[src/rtl/pcie_tlp_pkg.sv]
`default_nettype none
// ============================================================================
//  Module   : pcie_tlp_pkg
//  Purpose  : Shared widths, FIFO word layout, TLP type encodings and the
//             TLP byte-length helper for the PCIe RX capture path.
//  Revision : 1.0  initial release
// ============================================================================
package pcie_tlp_pkg;

  localparam int TLP_LEN        = 11;   // byte-length field, holds up to 2047
  localparam int TLP_TAG        = 8;
  localparam int RX_USER        = 22;
  localparam int PCIE_FIFO64_RX = 1 + 1 + 8 + 64 + RX_USER + TLP_LEN + TLP_TAG;

  // Type field encodings (DW0[28:24])
  localparam logic [3:0] TYPE_MEM_HI = 4'b0000;   // MRd/MWr/MRdLk: 0000x
  localparam logic [4:0] TYPE_CPL    = 5'b01010;  // Cpl/CplD

  typedef enum logic [1:0] {
    S_IDLE  = 2'd0,
    S_BODY  = 2'd1,
    S_FLUSH = 2'd2
  } state_t;

  // One FIFO word, MSB first: {tvalid, tlast, tkeep, tdata, tuser, tlp_len, tlp_tag}
  typedef struct packed {
    logic                tvalid;
    logic                tlast;
    logic [7:0]          tkeep;
    logic [63:0]         tdata;
    logic [RX_USER-1:0]  tuser;
    logic [TLP_LEN-1:0]  tlp_len;
    logic [TLP_TAG-1:0]  tlp_tag;
  } fifo_word_t;

  // One-beat hold register contents
  typedef struct packed {
    logic [63:0]         tdata;
    logic [7:0]          tkeep;
    logic [RX_USER-1:0]  tuser;
    logic                last;
    logic [TLP_LEN-1:0]  tlp_len;
    logic [TLP_TAG-1:0]  tlp_tag;
  } hold_t;

  // Total TLP bytes from DW0: 4*(hdr_dw + data_dw + td), 13 bits wide so that
  // a 4DW header with 1024 DW payload and digest (4116 bytes) cannot wrap.
  function automatic logic [12:0] tlp_len_calc(input logic [31:0] dw0);
    logic [2:0]  hdr_dw;
    logic [10:0] data_dw;
    logic [10:0] sum_dw;
    hdr_dw = dw0[29] ? 3'd4 : 3'd3;
    if (dw0[30]) begin
      data_dw = (dw0[9:0] == 10'd0) ? 11'd1024 : {1'b0, dw0[9:0]};
    end else begin
      data_dw = 11'd0;
    end
    sum_dw = data_dw + {8'd0, hdr_dw} + {10'd0, dw0[15]};
    return {sum_dw, 2'b00};
  endfunction

endpackage
`default_nettype wire

[src/rtl/tlp_rx_capture_if.sv]
`default_nettype none
// ============================================================================
//  Module   : tlp_rx_capture_if
//  Purpose  : Bundles the snooped PCIe RX AXI-Stream and the RX FIFO write
//             port. master = environment/stream side, slave = capture block.
//  Revision : 1.0  initial release
// ============================================================================
interface tlp_rx_capture_if;
  import pcie_tlp_pkg::*;

  logic                      rx_tvalid;
  logic                      rx_tready;
  logic                      rx_tlast;
  logic [7:0]                rx_tkeep;
  logic [63:0]               rx_tdata;
  logic [RX_USER-1:0]        rx_tuser;

  logic                      wr_en;
  logic [PCIE_FIFO64_RX-1:0] din;
  logic                      full;
  logic                      prog_full;

  modport master (
    output rx_tvalid, rx_tready, rx_tlast, rx_tkeep, rx_tdata, rx_tuser,
    output full, prog_full,
    input  wr_en, din
  );

  modport slave (
    input  rx_tvalid, rx_tready, rx_tlast, rx_tkeep, rx_tdata, rx_tuser,
    input  full, prog_full,
    output wr_en, din
  );

endinterface
`default_nettype wire

[src/rtl/tlp_hdr_decode.sv]
`default_nettype none
// ============================================================================
//  Module   : tlp_hdr_decode
//  Purpose  : Combinational decode of the first TLP beat: type class, header
//             size, total byte length and the request tag from DW1.
//  Revision : 1.0  initial release
// ============================================================================
module tlp_hdr_decode
  import pcie_tlp_pkg::*;
(
  input  logic [31:0] dw0,
  input  logic [31:0] dw1,
  output logic        is_mem,
  output logic        is_cpl,
  output logic [2:0]  hdr_dw,
  output logic [12:0] tlp_len,
  output logic [7:0]  req_tag
);

  // Type class, header size, length and request tag straight from the header
  assign is_mem  = (dw0[28:25] == TYPE_MEM_HI);
  assign is_cpl  = (dw0[28:24] == TYPE_CPL);
  assign hdr_dw  = dw0[29] ? 3'd4 : 3'd3;
  assign tlp_len = tlp_len_calc(dw0);
  assign req_tag = dw1[15:8];

  // Header fields that play no part in sizing or tagging
  logic unused_hdr_bits;
  assign unused_hdr_bits = ^{dw0[31], dw0[23:16], dw0[14:10], dw1[31:16], dw1[7:0]};

endmodule
`default_nettype wire

[src/rtl/tlp_rx_capture.sv]
`default_nettype none
// ============================================================================
//  Module   : tlp_rx_capture
//  Purpose  : Snoops the 64-bit PCIe RX stream and copies every accepted TLP
//             into the RX FIFO, each word tagged with the TLP byte length and
//             tag. One beat is held back so the first word already carries
//             the completion tag found in beat 1. Never back-pressures.
//  Revision : 1.0  initial release
// ============================================================================
module tlp_rx_capture
  import pcie_tlp_pkg::*;
#(
  parameter int MAX_TLP_BYTES = 1024,
  parameter bit CAPTURE_MEM   = 1'b1,
  parameter bit CAPTURE_CPL   = 1'b1,
  parameter bit CAPTURE_OTHER = 1'b0
) (
  input  logic                   pcie_clk,
  input  logic                   pcie_rst,
  tlp_rx_capture_if.slave        bus,
  output logic [31:0]            cnt_capt,
  output logic [31:0]            cnt_drop,
  output logic                   err_ovf
);

  localparam logic [12:0] MAX_LEN = 13'(MAX_TLP_BYTES);

  // --------------------------------------------------------------------------
  // SOF header decode
  // --------------------------------------------------------------------------
  logic        is_mem;
  logic        is_cpl;
  logic [2:0]  hdr_dw;
  logic [12:0] tlp_len;
  logic [7:0]  req_tag;

  tlp_hdr_decode u_hdr_decode (
    .dw0     (bus.rx_tdata[31:0]),
    .dw1     (bus.rx_tdata[63:32]),
    .is_mem  (is_mem),
    .is_cpl  (is_cpl),
    .hdr_dw  (hdr_dw),
    .tlp_len (tlp_len),
    .req_tag (req_tag)
  );

  logic unused_hdr_dw;
  assign unused_hdr_dw = ^hdr_dw;

  // --------------------------------------------------------------------------
  // State
  // --------------------------------------------------------------------------
  state_t      state_q,        state_d;
  hold_t       hold_q,         hold_d;
  fifo_word_t  din_q,          din_d;
  logic        wr_en_q,        wr_en_d;
  logic        in_pkt_q,       in_pkt_d;
  logic        cpl_tag_pend_q, cpl_tag_pend_d;  // next beat is completion beat 1
  logic        abort_q,        abort_d;         // rest of current TLP suppressed
  logic        err_ovf_q,      err_ovf_d;
  logic [31:0] cnt_capt_q,     cnt_capt_d;
  logic [31:0] cnt_drop_q,     cnt_drop_d;

  logic        beat;
  logic        sof;
  logic        type_en;
  logic        drop;
  logic        want_wr;
  hold_t       wr_word;
  logic [7:0]  body_tag;

  assign beat    = bus.rx_tvalid & bus.rx_tready;
  assign sof     = beat & ~in_pkt_q;
  assign type_en = is_mem ? CAPTURE_MEM : (is_cpl ? CAPTURE_CPL : CAPTURE_OTHER);
  // A single-beat TLP cannot hold a full header, so tlast on SOF is malformed
  assign drop    = bus.prog_full | ~type_en | (tlp_len > MAX_LEN) | bus.rx_tlast;

  // Next-state, hold register, write generation and counters
  always_comb begin
    state_d        = state_q;
    hold_d         = hold_q;
    din_d          = din_q;
    wr_en_d        = 1'b0;
    in_pkt_d       = in_pkt_q;
    cpl_tag_pend_d = cpl_tag_pend_q;
    abort_d        = abort_q;
    err_ovf_d      = err_ovf_q;
    cnt_capt_d     = cnt_capt_q;
    cnt_drop_d     = cnt_drop_q;
    want_wr        = 1'b0;
    wr_word        = hold_q;
    body_tag       = cpl_tag_pend_q ? bus.rx_tdata[15:8] : hold_q.tlp_tag;

    if (beat) begin
      in_pkt_d = ~bus.rx_tlast;
    end

    case (state_q)
      S_IDLE: begin
      end
      S_BODY: begin
        if (beat) begin
          // Emit the held beat; a completion learns its tag from this beat
          want_wr          = 1'b1;
          wr_word.tlp_tag  = body_tag;
          hold_d.tdata     = bus.rx_tdata;
          hold_d.tkeep     = bus.rx_tkeep;
          hold_d.tuser     = bus.rx_tuser;
          hold_d.last      = bus.rx_tlast;
          hold_d.tlp_tag   = body_tag;
          cpl_tag_pend_d   = 1'b0;
          if (bus.rx_tlast) begin
            state_d = S_FLUSH;
          end
        end
      end
      S_FLUSH: begin
        want_wr = 1'b1;
        state_d = S_IDLE;
      end
      default: begin
        state_d = S_IDLE;
      end
    endcase

    // A full FIFO kills this and every later write of the TLP
    if (want_wr) begin
      if (bus.full || abort_q) begin
        abort_d = 1'b1;
        if (bus.full) begin
          err_ovf_d = 1'b1;
        end
      end else begin
        wr_en_d       = 1'b1;
        din_d.tvalid  = 1'b1;
        din_d.tlast   = wr_word.last;
        din_d.tkeep   = wr_word.tkeep;
        din_d.tdata   = wr_word.tdata;
        din_d.tuser   = wr_word.tuser;
        din_d.tlp_len = wr_word.tlp_len;
        din_d.tlp_tag = wr_word.tlp_tag;
        if (state_q == S_FLUSH) begin
          cnt_capt_d = cnt_capt_q + 32'd1;
        end
      end
    end

    if (state_q == S_FLUSH) begin
      abort_d = 1'b0;
    end

    // SOF: either count a drop or load the first beat into the hold register
    if (sof) begin
      if (drop) begin
        cnt_drop_d = cnt_drop_q + 32'd1;
      end else begin
        hold_d.tdata   = bus.rx_tdata;
        hold_d.tkeep   = bus.rx_tkeep;
        hold_d.tuser   = bus.rx_tuser;
        hold_d.last    = 1'b0;
        hold_d.tlp_len = tlp_len[TLP_LEN-1:0];
        hold_d.tlp_tag = req_tag;
        cpl_tag_pend_d = is_cpl;
        abort_d        = 1'b0;
        state_d        = S_BODY;
      end
    end
  end

  // All state and registered outputs, asynchronously cleared
  always_ff @(posedge pcie_clk or posedge pcie_rst) begin
    if (pcie_rst) begin
      state_q        <= S_IDLE;
      hold_q         <= '0;
      din_q          <= '0;
      wr_en_q        <= 1'b0;
      in_pkt_q       <= 1'b0;
      cpl_tag_pend_q <= 1'b0;
      abort_q        <= 1'b0;
      err_ovf_q      <= 1'b0;
      cnt_capt_q     <= 32'd0;
      cnt_drop_q     <= 32'd0;
    end else begin
      state_q        <= state_d;
      hold_q         <= hold_d;
      din_q          <= din_d;
      wr_en_q        <= wr_en_d;
      in_pkt_q       <= in_pkt_d;
      cpl_tag_pend_q <= cpl_tag_pend_d;
      abort_q        <= abort_d;
      err_ovf_q      <= err_ovf_d;
      cnt_capt_q     <= cnt_capt_d;
      cnt_drop_q     <= cnt_drop_d;
    end
  end

  assign bus.wr_en = wr_en_q;
  assign bus.din   = din_q;
  assign cnt_capt  = cnt_capt_q;
  assign cnt_drop  = cnt_drop_q;
  assign err_ovf   = err_ovf_q;

endmodule
`default_nettype wire

[src/flat_wrapper.sv]
// flat-port wrapper written by rule: the top's interface ports become plain ports
module tlp_rx_capture_flat import pcie_tlp_pkg::*;
#(
  parameter int MAX_TLP_BYTES = 1024,
  parameter bit CAPTURE_MEM   = 1'b1,
  parameter bit CAPTURE_CPL   = 1'b1,
  parameter bit CAPTURE_OTHER = 1'b0
)
  (pcie_clk, pcie_rst, cnt_capt, cnt_drop, err_ovf, bus_rx_tvalid, bus_rx_tready, bus_rx_tlast, bus_rx_tkeep, bus_rx_tdata, bus_rx_tuser, bus_full, bus_prog_full, bus_wr_en, bus_din);
  tlp_rx_capture_if bus_i ();
  input  logic pcie_clk;
  input  logic pcie_rst;
  output logic [31:0] cnt_capt;
  output logic [31:0] cnt_drop;
  output logic err_ovf;
  input wire logic [$bits(bus_i.rx_tvalid)-1:0] bus_rx_tvalid;
  input wire logic [$bits(bus_i.rx_tready)-1:0] bus_rx_tready;
  input wire logic [$bits(bus_i.rx_tlast)-1:0] bus_rx_tlast;
  input wire logic [$bits(bus_i.rx_tkeep)-1:0] bus_rx_tkeep;
  input wire logic [$bits(bus_i.rx_tdata)-1:0] bus_rx_tdata;
  input wire logic [$bits(bus_i.rx_tuser)-1:0] bus_rx_tuser;
  input wire logic [$bits(bus_i.full)-1:0] bus_full;
  input wire logic [$bits(bus_i.prog_full)-1:0] bus_prog_full;
  output wire logic [$bits(bus_i.wr_en)-1:0] bus_wr_en;
  output wire logic [$bits(bus_i.din)-1:0] bus_din;
  assign bus_i.rx_tvalid = bus_rx_tvalid;
  assign bus_i.rx_tready = bus_rx_tready;
  assign bus_i.rx_tlast = bus_rx_tlast;
  assign bus_i.rx_tkeep = bus_rx_tkeep;
  assign bus_i.rx_tdata = bus_rx_tdata;
  assign bus_i.rx_tuser = bus_rx_tuser;
  assign bus_i.full = bus_full;
  assign bus_i.prog_full = bus_prog_full;
  assign bus_wr_en = bus_i.wr_en;
  assign bus_din = bus_i.din;
  tlp_rx_capture #(.MAX_TLP_BYTES(MAX_TLP_BYTES), .CAPTURE_MEM(CAPTURE_MEM), .CAPTURE_CPL(CAPTURE_CPL), .CAPTURE_OTHER(CAPTURE_OTHER)) u_core (.pcie_clk(pcie_clk), .pcie_rst(pcie_rst), .bus(bus_i), .cnt_capt(cnt_capt), .cnt_drop(cnt_drop), .err_ovf(err_ovf));
endmodule
[config.mk]
export PLATFORM = sky130hd
export DESIGN_NAME = tlp_rx_capture_flat
export DESIGN_NICKNAME = d
export VERILOG_FILES = /design/src/rtl/pcie_tlp_pkg.sv /design/src/rtl/tlp_rx_capture_if.sv /design/src/rtl/tlp_hdr_decode.sv /design/src/rtl/tlp_rx_capture.sv /design/src/flat_wrapper.sv
export SDC_FILE = /design/constraint.sdc
export NUM_CORES = 1
export LEC_CHECK = 0
export CAP_MARGIN = 10
export CORE_MARGIN = 10
export CORE_UTILIZATION = 49
export DETAILED_ROUTE_END_ITERATION = 16
export PLACE_DENSITY = 0.78
export SLEW_MARGIN = 20
export SYNTH_ARGS = -nofsm -noshare
export SYNTH_HDL_FRONTEND = slang
export SYNTH_SLANG_ARGS = --single-unit
[constraint.sdc]
create_clock -name pcie_clk -period 14.95 [get_ports pcie_clk]
set_input_delay 2.99 -clock pcie_clk [delete_from_list [all_inputs] [get_ports pcie_clk]]
set_output_delay 2.99 -clock pcie_clk [all_outputs]
set_load 0.1 [all_outputs]
==> results of run 1 <==
## final timing paths
check / start / slack [ns] / cells after the start / endpoint
min in group asynchronous: pcie_rst / 2.94 / 2 / u_core.cnt_capt[14]
max: bus_rx_tdata[30] / 7.13 / 12 / u_core.hold_q[48]
max reg2reg: u_core.in_pkt_q / 11.59 / 5 / u_core.hold_q[48]
min: u_core.cnt_capt[31] / 0.47 / 1 / u_core.cnt_capt[31]
max in group asynchronous: pcie_rst / 9.13 / 5 / u_core.cnt_drop[5]
min reg2reg: u_core.cnt_capt[31] / 0.47 / 1 / u_core.cnt_capt[31]
## where the power goes
| group | leakage [nW] | internal [mW] | switching, mW |
|---|---|---|---|
| registers | 4.04 | 0.884 | 0.0461 |
| logic | 3.02 | 0.109 | 0.193 |
| clock network | 0.529 | 0.502 | 0.303 |
## cell type report
cell class                 instances  area share
tap                              324      0.0249
antenna                            1    0.000154
inverter                          13     0.00346
sequential                       296       0.456
clock inverter                     8      0.0104
clock buffer                      45      0.0559
multi-input combinational        536       0.274
timing repair buffer             287       0.176
## through the flow
| stage | util | instances | instance area (sq um) | hold slack (ns) | worst slack [ns] |
|---|---|---|---|---|---|
| 6_report | 0.666 | 1510 | 16300 | 0.466 | 7.13 |
| 5_1_grt | 0.666 | 1509 | 16300 | 0.488 | 6.76 |
| 4_1_cts | 0.666 | 1509 | 16300 | 0.470 | 7.10 |
| 3_5_place_dp | 0.622 | 1456 | 15200 | 0.459 | 6.54 |
| 3_3_place_gp | 0.622 | 1456 | 15200 | 0.454 | 6.68 |
| 2_1_floorplan | - | 885 | 12200 | 0.444 | 3.78 |
## Yosys cell counts, types with 2 or more instances
master	n
xnor2_1	46
o31ai_1	2
o21ai_0	14
nor4_1	8
o2111ai_1	3
and3_1	12
fa_1	2
buf_2	7
a21oi_1	21
nand4_1	19
buf_4	4
a211o_1	2
nand2_1	38
or2_2	2
mux2_1	60
buf_8	6
or4_1	3
nor3_1	26
inv_1	13
and2_1	5
mux2i_1	10
nor2_1	27
ha_1	7
dfrtp_1	296
nand3_1	31
o211ai_1	2
a21o_1	2
xor2_1	26
mux2_2	140
clkbuf_1	22
and4_1	7
nand2b_1	2
## state kept, by name (all words and copies together), names as in the netlist
register / cells
u_core.bus.din: 113
u_core.hold_q: 112
u_core.cnt_capt: 32
u_core.cnt_drop: 32
u_core.state_q: 2
u_core.abort_q: 1
u_core.bus.wr_en: 1
u_core.cpl_tag_pend_q: 1
u_core.err_ovf: 1
u_core.in_pkt_q: 1
## layer usage
layer | up-vias | global-route usage
met4 | 4 | 0.0389
met1 | 3951 | 0.230
met2 | 239 | 0.290
met5 | - | 0
li1 | 3685 | -
met3 | 41 | 0.0793
## worst reg2reg max path, delay by kind of cell, from the launching register on
family          cells  cell delay [ns]
flops               1             0.37
simple gates        2             0.70
mux                 1             0.53
buf+inv             1             0.85
compound gates      1             0.81
## placed cells by master, fill, tap and decap left out, types with 12 or more instances in the layout
cell and n:
dfrtp_1 296, clkdlybuf4s50_1 279, mux2_2 140, mux2_1 60
xnor2_1 46, nand2_1 38, nand3_1 31, clkbuf_16 31
nor2_1 27, nor3_1 26, xor2_1 26, a21oi_1 21
nand4_1 19, o21ai_0 14, and3_1 12, inv_1 12
## logic make-up after synthesis
family | Yosys count | synth area share
mux | 210 | 0.194
xor+xnor | 72 | 0.0519
compound gates | 56 | 0.0289
fa+ha+maj | 9 | 0.0105
buf+inv | 53 | 0.0245
simple gates | 187 | 0.0804
other cells | 1 | 0.000309
flops | 296 | 0.610
==> key figures, run 1 <==
Status
  – Status: finished clean

STA
  – RSZ-0062 raised after global routing: false
  – Min Tclk post-route: 7.82 ns
  – Final Hold Viols: 0
  – Fin. max-slew vios: 0
  – Final setup fails: 0
  – Setup Skew: 0.00742 ns
  – Slew headroom: 0.247
  – Tcrit/Tclk final: 0.523
  – Final setup TNS: 0 ns
  – Fmax: 0.128 GHz
  – Slew @ Worst Pin: ~1.1 ns

Critical path
  – Family with the most delay on the worst path: compound AO/OA/AOI/OAI gates
  – Max stage delay on crit path: ~0.84 ns
  – CP bufs+invs: 2
  – Startpoint type of the worst setup path: input pin
  – CP max FO: 70
  – CP arrival: 8.25 ns
  – Req. time, crit path: 15.38 ns
  – Critical Path Sink Type: flip-flop
  – Slowest cell on the critical path: buf_4
  – Cell Chain, Critical Path: clkdlybuf4s50_1 > nand2_1 > fa_1 > fa_1 > nor2b_1 > o2111ai_1 > a311oi_1 > o211ai_1 > o21a_1 > o21ai_4 > buf_4 > mux2_2
  – Most numerous cell on the critical path: fa_1
  – Critical path class: input pin to flip-flop

Power and ir drop
  – Total power: 2.04 mW
  – Maximum VDD drop: around 180 uV
  – Leakage: about 7.6 nW
  – PwrDens: 125 mW/mm^2

GRT
  – Antenna violations before repair: 4
  – Number of global-route vias before repair: 8413
  – Global-route wire length before repair: around 47000 um
  – Tot GR Track Use: 0.183
  – Largest net degree at the start of global routing: 96
  – Grt total ovfl: 0

Final layout
  – Fillcell total: 1812
  – # nets final: 1275
  – Share of cells above drive strength 1: 0.170
  – Multi-input logic area: 0.00445 sq mm
  – Sequential cell area: 0.00741 sq mm
  – P&R area growth vs syn: 33.8%

Placement
  – Count of input and output buffers: 279
  – Routability congestion estimate from global placement: 0.860
  – Post-DP HPWL: 21100 um

Clock tree
  – Clock buffer depth: 3
  – Clock sink count: just under 300
  – Root buffer cell: clkbuf_16
  – Clk pin slew, worst setup/hold paths: 0.06 ns
  – Total CTS buffers: 31
  – TritonCTS clock tree: done
  – Cts hold-fix bufs: 0
  – Later-pin clock latency in the skew report: 0.55 ns
  – Post-CTS Setup Inserts: 0
  – Resized Gates After CTS: 0
  – Htree depth: 1

Routing
  – Number of remaining DRC errors: 0
  – Final wirelength: 29700 um
  – Vias: 7920
  – Antenna viol nets, final: 0
  – Met3 WL: 3310 um
  – Via/cell ratio: approximately 5.2
  – DRT Pass-1 Iters: 4
  – Initial DRC Count: 544
  – Wire length on met2: 13700 um
  – M1 WL: 12100 um
  – WL/cell: 19.6 um
  – Highest Signal Layer: met5

Floorplan
  – Die area: 0.0315 sq mm
  – Initial Util: 0.498
  – Rows: 57
  – Number of I/O pins: approximately 280
  – Core area: 0.0244 sq mm
  – Die Ht: 177 um
  – Die W: 177 um

Yosys
  – Distinct cells, synth: 51
  – Sequential area share after synthesis: 0.610
  – Synthesized area: 0.0121 sq mm
  – Cells after Synth: 884
  – Mean Syn Cell Area: 13.7 sq um
  – Most used DFF post-synth: dfrtp_1
  – Post-synth top area share: 0.610
  – Top cells by area, synth: dfrtp_1 61%, mux2_2 13%, mux2_1 5.6%
  – Warnings, synthesis: 0
  – Synth Register Bits: 296
  – Post-synth EDFFs: 0
  – Ys async rst share: 1.00
  – Post-synth top area cell: dfrtp_1

Job
  – Max-Cap Viols: 0

Min path
  – Min-Delay Path Class: flip-flop to flip-flop
Power figures use the tool's default switching activity.
==> inputs of run 2 (changes only) <==
Settings changed: CORE_UTILIZATION 49 to 45, PLACE_DENSITY 0.78 to 0.75.
Clock period 14.95 ns to 6.26 ns, I/O delays scaled along.
==> run 2 against run 1 <==
Sequential power grew 140%. Worst setup slack lost 5.9 ns. Clock skew grew 0.010 ns. Cell area grew 0.65%. Cell count grew 1.7%. Sequential share of layout area shrank 0.29 points. Clock power grew 140%. Die area grew 7.9%. Critical path depth is the same. Non-clock buffer count grew 2. Via count grew 0.28%. Flip-flop and latch count is the same. Critical path type unchanged.
==> key figures, run 2 (synthesis results as in run 1) <==
Floorplan
  – Rows: 60 (+5.3%)
  – Initial Util: 0.455 (-0.0435)
  – Die W: 184 um (+3.9%)
  – Die area: 0.0340 sq mm (+7.9%)
  – Number of I/O pins: 282 (unchanged)
  – Core area: 0.0267 sq mm (+9.6%)
  – Die Ht: 184 um (+3.9%)

Final layout
  – P&R area growth vs syn: 34.7%
  – Fillcell total: 2132 (+18%)
  – Largest register FFs: 113 (unchanged)
  – Most common cell after layout, fill and taps aside: dfrtp_1
  – Share of cells above drive strength 1: 0.178 (+0.00739)
  – Commonest non-fill, non-tap cells in the layout: 296 x dfrtp_1, 279 x clkdlybuf4s50_1, 140 x mux2_2
  – # nets final: 1277 (+0.16%)

Power and ir drop
  – PwrDens: 299 mW/mm^2 (+140%)
  – Leakage: 7.63 nW (+0.58%)
  – Total power: 4.90 mW (+140%)
  – Maximum VDD drop: 321 uV (+77%)

STA
  – RSZ-0062 raised after global routing: false
  – Min Tclk post-route: 5.00 ns
  – Setup Skew: 0.0176 ns (+0.0102 ns)
  – Fmax: 0.200 GHz
  – Slew headroom: 0.286 (+0.0387)
  – Final setup TNS: 0 ns (unchanged)
  – Tcrit/Tclk final: 0.798
  – Final Hold Viols: 0 (unchanged)
  – Final setup fails: 0 (unchanged)
  – Slew @ Worst Pin: 1.07 ns (-0.0578 ns)
  – Fin. max-slew vios: 0 (unchanged)

Critical path
  – R2r setup slk: 3.30 ns (-8.29 ns)
  – Critical path class: input pin to flip-flop
  – CP max FO: 26 (-63%)
  – Slowest cell on the critical path: clkdlybuf4s50_1
  – CP bufs+invs: 2 (unchanged)
  – Startpoint type of the worst setup path: input pin
  – Req. time, crit path: 6.69 ns (-8.69 ns)
  – CP arrival: 5.42 ns (-2.83 ns)
  – Cell Chain, Critical Path: clkdlybuf4s50_1 > nand2_1 > fa_1 > fa_1 > nor2b_1 > o2111ai_1 > a311oi_1 > o211ai_1 > o21a_1 > o21ai_4 > buf_4 > mux2_2
  – Most numerous cell on the critical path: fa_1
  – Family with the most delay on the worst path: compound AO/OA/AOI/OAI gates
  – Max stage delay on crit path: 0.67 ns (-0.17 ns)
  – Critical Path Sink Type: flip-flop

Routing
  – DRT Pass-1 Iters: 5 (+1)
  – WL/cell: 19.5 um (-0.91%)
  – Vias: 7942 (+0.28%)
  – Initial DRC Count: 427 (-22%)
  – Number of remaining DRC errors: 0 (unchanged)
  – Final wirelength: 29900 um (+0.80%)
  – Antenna viol nets, final: 0 (unchanged)
  – Via/cell ratio: 5.17 (-1.4%)

Clock tree
  – Total CTS buffers: 31 (unchanged)
  – Cts hold-fix bufs: 0 (unchanged)
  – Later-pin clock latency in the skew report: 0.56 ns (about the same)
  – Clk pin slew, worst setup/hold paths: 0.06 ns (about the same)
  – Clock sink count: 296 (unchanged)
  – TritonCTS clock tree: done
  – Htree depth: 1 (unchanged)
  – Clock buffer depth: 3 (unchanged)
  – Root buffer cell: clkbuf_16
  – Post-CTS Setup Inserts: 0 (unchanged)
  – Resized Gates After CTS: 0 (unchanged)

GRT
  – Tot GR Track Use: 0.176 (-0.00747)
  – Antenna violations before repair: 4 (unchanged)
  – Grt total ovfl: 0 (unchanged)
  – Largest net degree at the start of global routing: 172 (+79%)
  – Global-route wire length before repair: 48200 um (+3.6%)
  – Number of global-route vias before repair: 8587 (+2.1%)

Job
  – Max-Cap Viols: 0 (unchanged)

Status
  – Status: finished clean

Placement
  – Count of input and output buffers: 279 (unchanged)
  – Routability congestion estimate from global placement: 0.817 (-5.0%)
  – Post-DP HPWL: 21200 um (+0.56%)

Min path
  – Min-Delay Path Class: flip-flop to flip-flop
[run 2: path summary, 6_finish.rpt]
path / startpoint / to / cells past startpoint
max: bus_rx_tdata[30] / u_core.hold_q[33] / 12
min: u_core.bus.din[114] / u_core.bus.din[114] / 1
max reg2reg: u_core.state_q[1] / u_core.cnt_capt[31] / 9
min reg2reg: u_core.bus.din[114] / u_core.bus.din[114] / 1
max in group asynchronous: pcie_rst / u_core.hold_q[95] / 3
min in group asynchronous: pcie_rst / u_core.hold_q[77] / 3
[run 2: metrics by stage]
| stage | hold slack, ns | cell area (sq um) | instances | util | worst slack (ns) |
|---|---|---|---|---|---|
| CTS | 0.468 | 16400 | 1533 | 0.612 | 1.28 |
| global route | 0.477 | 16400 | 1533 | 0.612 | 0.917 |
| floorplan | 0.444 | 12200 | 885 | - | 1.08 |
| finish | 0.463 | 16400 | 1536 | 0.612 | 1.26 |
| global placement | 0.454 | 15200 | 1475 | 0.570 | 0.859 |
| detailed placement | 0.453 | 15200 | 1475 | 0.570 | 0.703 |
[run 2: routing by layer]
| metal | vias to the layer above | track usage | share of wire | wire length [um] |
|---|---|---|---|---|
| met2 | 238 | 0.281 | 0.47 | 14000 |
| met4 | 2 | 0.0383 | 0.015 | 447 |
| met5 | - | 0 | 0.00033 | 10 |
| met3 | 39 | 0.0646 | 0.092 | 2760 |
| li1 | 3680 | - | - | - |
| met1 | 3983 | 0.222 | 0.42 | 12700 |
[run 2: final cells by class]
class | instances | area [sq um] | area share
Multi-Input combinational cell | 536 | 4450 | 0.272
Timing Repair Buffer | 289 | 2890 | 0.177
Antenna cell | 3 | 7.51 | 0.000459
Sequential cell | 296 | 7410 | 0.453
Inverter | 13 | 52.6 | 0.00321
Tap cell | 341 | 427 | 0.0261
Clock buffer | 46 | 952 | 0.0582
Clock inverter | 12 | 168 | 0.0102
[run 2: report_power, final]
| part | internal, mW | switching [mW] |
|---|---|---|
| registers | 2.11 | 0.110 |
| clock network | 1.21 | 0.743 |
| logic | 0.262 | 0.461 |
==> inputs of run 3 (changes only) <==
Settings changed: CORE_UTILIZATION 45 to 49, PLACE_DENSITY 0.75 to 0.78.
Clock period 6.26 ns to 4.7 ns, I/O delays scaled along.
==> run 3 against run 2 <==
Wire length fell by 0.67%. Via count increased by 0.94%. Global-route usage is 0.90 points higher. Sequential power up 33%. Highest routed layer unchanged. Register-to-register slack got worse by 1.5 ns. Worst setup slack got worse by 0.49 ns. Total power grew 29%. Sequential share of layout area up 0.055 points. Largest cell class unchanged.
==> key figures, run 3 (synthesis results as in run 1) <==
GRT
  – Tot GR Track Use: 0.185 (+0.00899)
  – Antenna violations before repair: 1 (-3)
  – Global-route wire length before repair: 47100 um (-2.3%)
  – Grt total ovfl: 0 (unchanged)
  – Number of global-route vias before repair: 8495 (-1.1%)
  – Largest net degree at the start of global routing: 69 (-60%)

Routing
  – Number of remaining DRC errors: 0 (unchanged)
  – Antenna viol nets, final: 0 (unchanged)
  – Via/cell ratio: 5.27 (+1.9%)
  – WL/cell: 19.5 um (+0.24%)
  – Vias: 8017 (+0.94%)
  – Final wirelength: 29700 um (-0.67%)
  – Initial DRC Count: 434 (+1.6%)
  – DRT Pass-1 Iters: 4 (-1)

STA
  – Tcrit/Tclk final: 0.835
  – Slew headroom: 0.283 (-0.00256)
  – RSZ-0062 raised after global routing: false
  – Fin. max-slew vios: 0 (unchanged)
  – Final Hold Viols: 0 (unchanged)
  – Worst Hold Slack: 0.464 ns (+0.00161 ns)
  – Slew @ Worst Pin: 1.07 ns (+0.00382 ns)
  – Min Tclk post-route: about 4 ns
  – Setup ws final: 0.776 ns (-0.488 ns)
  – Final setup fails: 0 (unchanged)
  – Fmax: 0.255 GHz
  – Setup Skew: 0.00867 ns (-0.00896 ns)
  – Final setup TNS: 0 ns (unchanged)

Floorplan
  – Rows: 57 (-5.0%)
  – Die W: 177 um (-3.7%)
  – Number of I/O pins: 282 (unchanged)
  – Initial Util: 0.498 (+0.0435)
  – Die area: 0.0315 sq mm (-7.3%)
  – Die Ht: 177 um (-3.7%)
  – Core area: 0.0244 sq mm (-8.7%)

Power and ir drop
  – Leakage: 7.63 nW (about the same)
  – Total power: 6.31 mW (+29%)
  – Sw frac: 0.274 (+0.00539)
  – Sequential power share: 0.468 (+0.015)
  – Share of total power in the clock network: 0.378 (-0.021)
  – Comb pwr share: 0.154 (+0.006)
  – PwrDens: 386 mW/mm^2 (+29%)
  – Maximum VDD drop: 476 uV (+48%)
  – Net switching power: 1.73 mW (+31%)
  – P_int: 4.59 mW (+28%)

Final layout
  – Most common cell after layout, fill and taps aside: dfrtp_1
  – Largest register FFs: 113 (unchanged)
  – Commonest non-fill, non-tap cells in the layout: 296 x dfrtp_1, 279 x clkdlybuf4s50_1, 140 x mux2_2
  – Fillcell total: 1837 (-14%)
  – # nets final: 1286 (+0.70%)
  – Core Util, Final: 0.670 (+0.0578)
  – P&R area growth vs syn: 34.5%
  – Post-route cell area: 0.0163 sq mm (-0.12%)
  – Share of cells above drive strength 1: 0.180 (+0.00176)
  – Finished Layout Cells: 1522 (-0.91%)

Clock tree
  – Clock buffer depth: 3 (unchanged)
  – Post-CTS Setup Inserts: 0 (unchanged)
  – Total CTS buffers: 31 (unchanged)
  – Cts hold-fix bufs: 0 (unchanged)
  – TritonCTS clock tree: done
  – Later-pin clock latency in the skew report: 0.55 ns (about the same)
  – Clock sink count: 296 (unchanged)
  – Root buffer cell: clkbuf_16
  – Htree depth: 1 (unchanged)
  – Clk pin slew, worst setup/hold paths: 0.06 ns (about the same)
  – Resized Gates After CTS: 0 (unchanged)

Job
  – Max-Cap Viols: 0 (unchanged)

Placement
  – Post-DP Area: 0.0153 sq mm (+0.71%)
  – Post-DP HPWL: 21300 um (+0.51%)
  – Placed cells: 1467 (-0.54%)
  – Routability congestion estimate from global placement: 0.864 (+5.7%)
  – Count of input and output buffers: 279 (unchanged)
  – Pre-CTS setup slack: 0.224 ns (-0.479 ns)

Critical path
  – CP max FO: 52 (+100%)
  – Critical path class: input pin to flip-flop
  – Reg2reg end: u_core.cnt_capt[31]
  – Cells on worst reg2reg path: 9 (unchanged)
  – Startpoint type of the worst setup path: input pin
  – R2r setup slk: 1.84 ns (-1.46 ns)
  – RR Startpoint: u_core.state_q[1]
  – Req. time, crit path: 5.13 ns (-1.56 ns)
  – Critical Path Sink Type: flip-flop
  – CP arrival: 4.35 ns (-1.07 ns)

Status
  – Status: finished clean

Min path
  – Hold path startpoint: u_core.cnt_drop[31]
  – Hold Path Sink: u_core.cnt_drop[31]
  – Min-Delay Path Class: flip-flop to flip-flop
  – Worst Hold Path Cells: 1 (unchanged)
[run 3: layer usage]
metal | global-route usage | vias up | wire length, um
li1 | - | 3706 | -
met1 | 0.228 | 4016 | 12200
met2 | 0.300 | 248 | 13900
met3 | 0.0756 | 45 | 3100
met4 | 0.0372 | 2 | 505
met5 | 0 | - | 7
[run 3: power by group through the flow]
stage / registers (mW) / clock network (mW) / logic, mW
after floorplan: 3.29 / 0 / 0.363
after global placement: 2.99 / 0 / 0.959
after detailed placement: 3.00 / 0 / 0.983
after CTS: 2.96 / 2.44 / 0.986
after global routing: 2.99 / 2.55 / 1.04
final: 2.95 / 2.38 / 0.974
[run 3: worst max-delay path: stages]
cell and delay (ns):
clkdlybuf4s50_1 0.58, fa_1 0.50, fa_1 0.41, nor2b_1 0.17, o2111ai_1 0.12, a311oi_1 0.30
o211ai_1 0.15, o21a_1 0.24, o21ai_4 0.23, buf_12 0.30, mux2_2 0.39
[run 3: cell type report]
class | count | area (sq um) | area share
clock buffers | 43 | 891 | 0.0545
inverters | 13 | 52.6 | 0.00322
multi-input cells | 536 | 4450 | 0.273
flip-flops and latches | 296 | 7410 | 0.453
well taps | 324 | 405 | 0.0248
repair buffers | 298 | 3020 | 0.185
diodes | 1 | 2.50 | 0.000153
clock inverters | 11 | 105 | 0.00643
[run 3: how the worst max path moves through the flow]
stage	from	to	slack, ns
after global placement	bus_rx_tdata[29]	u_core.hold_q[23]	0.29
after detailed placement	bus_rx_tdata[29]	u_core.hold_q[24]	0.22
after floorplan	pcie_rst	u_core.abort_q	-0.17
after global routing	bus_rx_tdata[30]	u_core.hold_q[2]	0.61
final	bus_rx_tdata[29]	u_core.hold_q[30]	0.78
after CTS	bus_rx_tdata[29]	u_core.hold_q[103]	0.80
==> RTL change 1 (settings of run 3) <==
Set the package constant `TLP_LEN` to 12 (it was 11).
--- a/src/rtl/pcie_tlp_pkg.sv
+++ b/src/rtl/pcie_tlp_pkg.sv
@@ -8,5 +8,5 @@
 package pcie_tlp_pkg;
 
-  localparam int TLP_LEN        = 11;   // byte-length field, holds up to 2047
+  localparam int TLP_LEN        = 12;   // byte-length field, holds up to 2047
   localparam int TLP_TAG        = 8;
   localparam int RX_USER        = 22;
Interface: changed (resized bus_din); port bits go from 282 to 283. The function was not compared with the original's and may differ.
==> RTL change 1 against run 3 <==
  * Final area increased by 0.77%
  * Setup slack improved by 0.055 ns
  * Total power decreased by 4.2%
  * Register-to-register slack improved by 0.09 ns
  * Non-clock buffer count decreased by 3
  * Via count decreased by 2.7%
  * Combinational power decreased by 34%
  * Sequential power decreased by 1%
  * Sequential cell count increased by 2
  * Wire length decreased by 0.37%
  * Core utilization increased by 0.32 points
  * Count of clock-buffer cells in the layout unchanged
  * Synthesized area increased by 0.58%
  * Highest routed layer is now met4
==> RTL change 1: results (changes against run 3) <==
ClkCell Share: 6.406% (+0.31 points)
Multi-In Gates: 503 (-6.2%)
Register area share after synthesis: 61.03% (about the same)
Maximum VDD drop: 0.3354 mV (-29%)
Resize count post-CTS: 0 (unchanged)
Inverter count: 30 (+17)
Post-Layout Cell Count: 1507 (-0.99%)
Adder-cell share of the synthesized area: 1.045% (-0.0060 points)
Number of flip-flops in the largest register: 114 (+0.88%)
Largest net degree at the start of global routing: 141 (+100%)
Pre-CTS setup slack: 0.2718 ns (+0.04780 ns)
Share of cells above drive strength 1: 19.29% (+1.3 points)
Int Pwr: 4.556 mW (-0.66%)
WL/cell: 19.64 um (+0.62%)
Top post-synthesis cells by count: dfrtp_1 (298), mux2_2 (151), mux2_1 (62), xnor2_1 (37), nand2_1 (34)
Critical Path Max Stage Delay: 0.60 ns (+0.02 ns)
Sequential cell area share: 45.29% (about the same)
Dpl hpwl: 21250 um (-0.12%)
Compound-cell area share of the yosys netlist: 3.267% (+0.37 points)
DP Area: 15410 um2 (+0.44%)
Relative slew slack: 27.04% (-1.3 points)
Buffers, non-clock: 295 (-1.0%)
Metal-1 WL: 11870 um (-2.6%)
CP max FO: 21 (-60%)
Worst r2r path cells: 9 (unchanged)
Critical path's slowest cell: a2111oi_0
Flip-flop and latch power: 2.91 mW (-1%)
Status: finished, final reports clean
Xor/xnor share of the synthesized area: 4.875% (-0.32 points)
Count of unique library cells instantiated by Yosys: 46 (-9.8%)
Signal buf overhead: 18.09% (-0.42 points)
Final Cell Area: 16470 um2 (+0.77%)
Number of global-route vias before repair: 8541 (+0.54%)
Post-Route Skew: 0.01591 ns (+0.007242 ns)
Filler cell count in the final layout: 1810 (-1.5%)
Seq cells post-synth: 298 (+0.68%)
Met2 WL post-DR: 14060 um (+1.1%)
First-pass GRT wire length: 46320 um (-1.6%)
Worst path top cell family by delay: compound AO/OA/AOI/OAI gates
Clock group: 2.49 mW (+5%)
PortBufs: 280 (+0.36%)
Vias: 7798 (-2.7%)
Static Leak: 7.788 nW (+2.0%)
Multi-input logic area: 4452 um2 (about the same)
DRC marker count from the first detailed-route iteration: 516 (+19%)
Met3 Routed Length: 3193 um (+3.0%)
Worst Path Arrival: 4.26 ns (-0.09 ns)
Final GP Congestion: 0.8022 (-7.1%)
Net count, final: 1269 (-1.3%)
==> RTL change 1: worst paths after layout <==
check	startpoint	to	slack [ns]
setup / recovery	bus_rx_tdata[15]	u_core.cnt_drop[31]$_DFFE_PP0P_	0.83
hold / removal	u_core.cnt_capt[31]$_DFFE_PP0P_	u_core.cnt_capt[31]$_DFFE_PP0P_	0.47
setup reg to reg	u_core.state_q[1]$_DFF_PP0_	u_core.cnt_capt[31]$_DFFE_PP0P_	1.93
hold reg to reg	u_core.cnt_capt[31]$_DFFE_PP0P_	u_core.cnt_capt[31]$_DFFE_PP0P_	0.47
max in group asynchronous	pcie_rst	u_core.hold_q[72]$_DFF_PP0_	2.86
min in group asynchronous	pcie_rst	u_core.cnt_capt[9]$_DFFE_PP0P_	0.90
==> RTL change 1: per-layer routing <==
layer,track usage [%],up-vias
met5,0,-
met4,3.821,0
met3,7.331,30
met2,30.01,237
met1,22.09,3921
li1,-,3610
==> RTL change 2 (flow settings as in run 3) <==
Made on the original files. Put one more register stage on the output `cnt_capt`, cleared by the reset. The value now appears one clock later. The other outputs are not delayed to match.
--- a/src/rtl/tlp_rx_capture.sv
+++ b/src/rtl/tlp_rx_capture.sv
@@ -197,5 +197,11 @@
   assign bus.wr_en = wr_en_q;
   assign bus.din   = din_q;
-  assign cnt_capt  = cnt_capt_q;
+  always_ff @(posedge pcie_clk or posedge pcie_rst) begin
+    if (pcie_rst) begin
+      cnt_capt <= '0;
+    end else begin
+      cnt_capt <= cnt_capt_q;
+    end
+  end
   assign cnt_drop  = cnt_drop_q;
   assign err_ovf   = err_ovf_q;
Check against the original RTL: not equivalent (a bounded check fails within 4 cycles, from zero or initial values and one cycle with pcie_rst high).
==> RTL change 2 against run 3 <==
  * Wire length grew 8.5%
  * Setup slack worse by 0.19 ns
  * Non-clock buffer count grew 2
  * Sequential cell count increased by 32
  * Critical path depth is 2 higher
  * Final area up 8.5%
  * Via count increased by 2.7%
  * Core utilization rose by 0.87 points
  * First-iteration DRC count is 25% higher
  * Clock power increased by 30%
  * Cell count grew 4.3%
  * Total power is 14% higher
  * Synthesized area is 7.6% higher
==> RTL change 2: results (changes against run 3) <==
Status: finished, final reports clean
HP Start: u_core.cnt_capt_q[31]$_DFFE_PP0P_
Critical Path Max Stage Delay: 0.48 ns (-0.10 ns)
CP max FO: 19 (-63%)
Routed WL: 32240 um (+8.5%)
Xor/xnor share of the synthesized area: 4.692% (-0.50 points)
Hold path cells: 0 (-1)
Register area share after synthesis: 62.82% (+1.8 points)
Top post-synthesis cells by count: dfrtp_1 (328), mux2_2 (140), mux2_4 (57), nand2_1 (53), nor2_1 (42)
Static Leak: 8.628 nW (+13%)
Initial DRT Pass Iterations: 4 (unchanged)
DP Area: 16400 um2 (+6.9%)
Least-Margin Pin Slew: 1.107 ns (+0.03547 ns)
CTS max path bufs: 3 (unchanged)
Clock power share: 42.8% (+5.0 points)
Number of global-route vias before repair: 8962 (+5.5%)
Adder-cell share of the synthesized area: 0.9767% (-0.074 points)
Worst Path Arrival: 4.50 ns (+0.15 ns)
Fraction of synthesized area in multiplexers: 19.23% (-0.14 points)
DRC marker count from the first detailed-route iteration: 543 (+25%)
Final GP Congestion: 0.8623 (-0.16%)
Net count, final: 1332 (+3.6%)
Worst path top cell family by delay: buffers and inverters
Count of unique library cells instantiated by Yosys: 46 (-9.8%)
Int Pwr: 5.469 mW (+19%)
Largest net degree at the start of global routing: 93 (+35%)
H-tree levels: 2 (+1)
Synth top area cells: dfrtp_1 (63%), mux2_2 (12%), mux2_4 (6.5%)
Dpl hpwl: 22960 um (+7.9%)
Maximum VDD drop: 0.3438 mV (-28%)
Hold Path End: u_core.cnt_capt[31]$_DFF_PP0_
First-pass GRT wire length: 51320 um (+9.0%)
Clk_lat worst skew: 0.51 ns (-0.04 ns)
Reg2reg setup slack: 2.02 ns (+0.18 ns)
Share of cells above drive strength 1: 22.62% (+4.7 points)
Post-Route Skew: 0.01295 ns (+0.004275 ns)
Reg2Reg Capture Point: u_core.cnt_capt_q[8]$_DFFE_PP0P_
Seq pwr share: 44.4% (-2.4 points)
GRT Total Usage: 18.98% (+0.51 points)
## RTL change 2: cell count changes after synthesis, moves of 6 or more
cell     change
buf_6        +6
buf_8        -6
dfrtp_1     +32
mux2_1      -60
mux2_4      +57
nand2_1     +15
nor2_1      +15
xnor2_1     -14
xor2_1      +12
## RTL change 2: layout make-up
type	count	area, um2	area share [%]
Antenna cell	1	2.502	0.01411
Clock buffer	57	1094	6.167
Clock inverter	11	237.7	1.341
Inverter	8	33.78	0.1905
Multi-Input combinational cell	547	4638	26.16
Sequential cell	328	8208	46.29
Tap cell	335	419.2	2.364
Timing Repair Buffer	300	3100	17.48
## RTL change 2: worst max-delay path by stage
stage                          start                               to  slack (ns)  depth (start not counted)
floorplan                   pcie_rst         u_core.abort_q$_DFF_PP0_       -0.62                          1
global placement    bus_rx_tdata[15]      u_core.hold_q[30]$_DFF_PP0_        0.18                         14
detailed placement  bus_rx_tdata[15]     u_core.hold_q[113]$_DFF_PP0_        0.08                         13
CTS                 bus_rx_tdata[15]      u_core.hold_q[82]$_DFF_PP0_        0.61                         13
global route        bus_rx_tdata[15]  u_core.cnt_drop[29]$_DFFE_PP0P_        0.40                         12
finish              bus_rx_tdata[15]      u_core.hold_q[85]$_DFF_PP0_        0.58                         13
## RTL change 2: stage by stage
stage	instances	worst slack [ns]
floorplan	922	-0.6187
global placement	1518	0.1829
detailed placement	1518	0.08225
CTS	1586	0.6083
global route	1587	0.3954
finish	1587	0.5829
## RTL change 2: routing by layer
metal | track usage, % | part of all wire [%] | vias up
met4 | 4.721 | 1.7 | 0
met3 | 5.435 | 6.4 | 36
met1 | 23.56 | 42 | 4156
met5 | 0 | 0 | -
li1 | - | - | 3822
met2 | 32.04 | 50 | 219
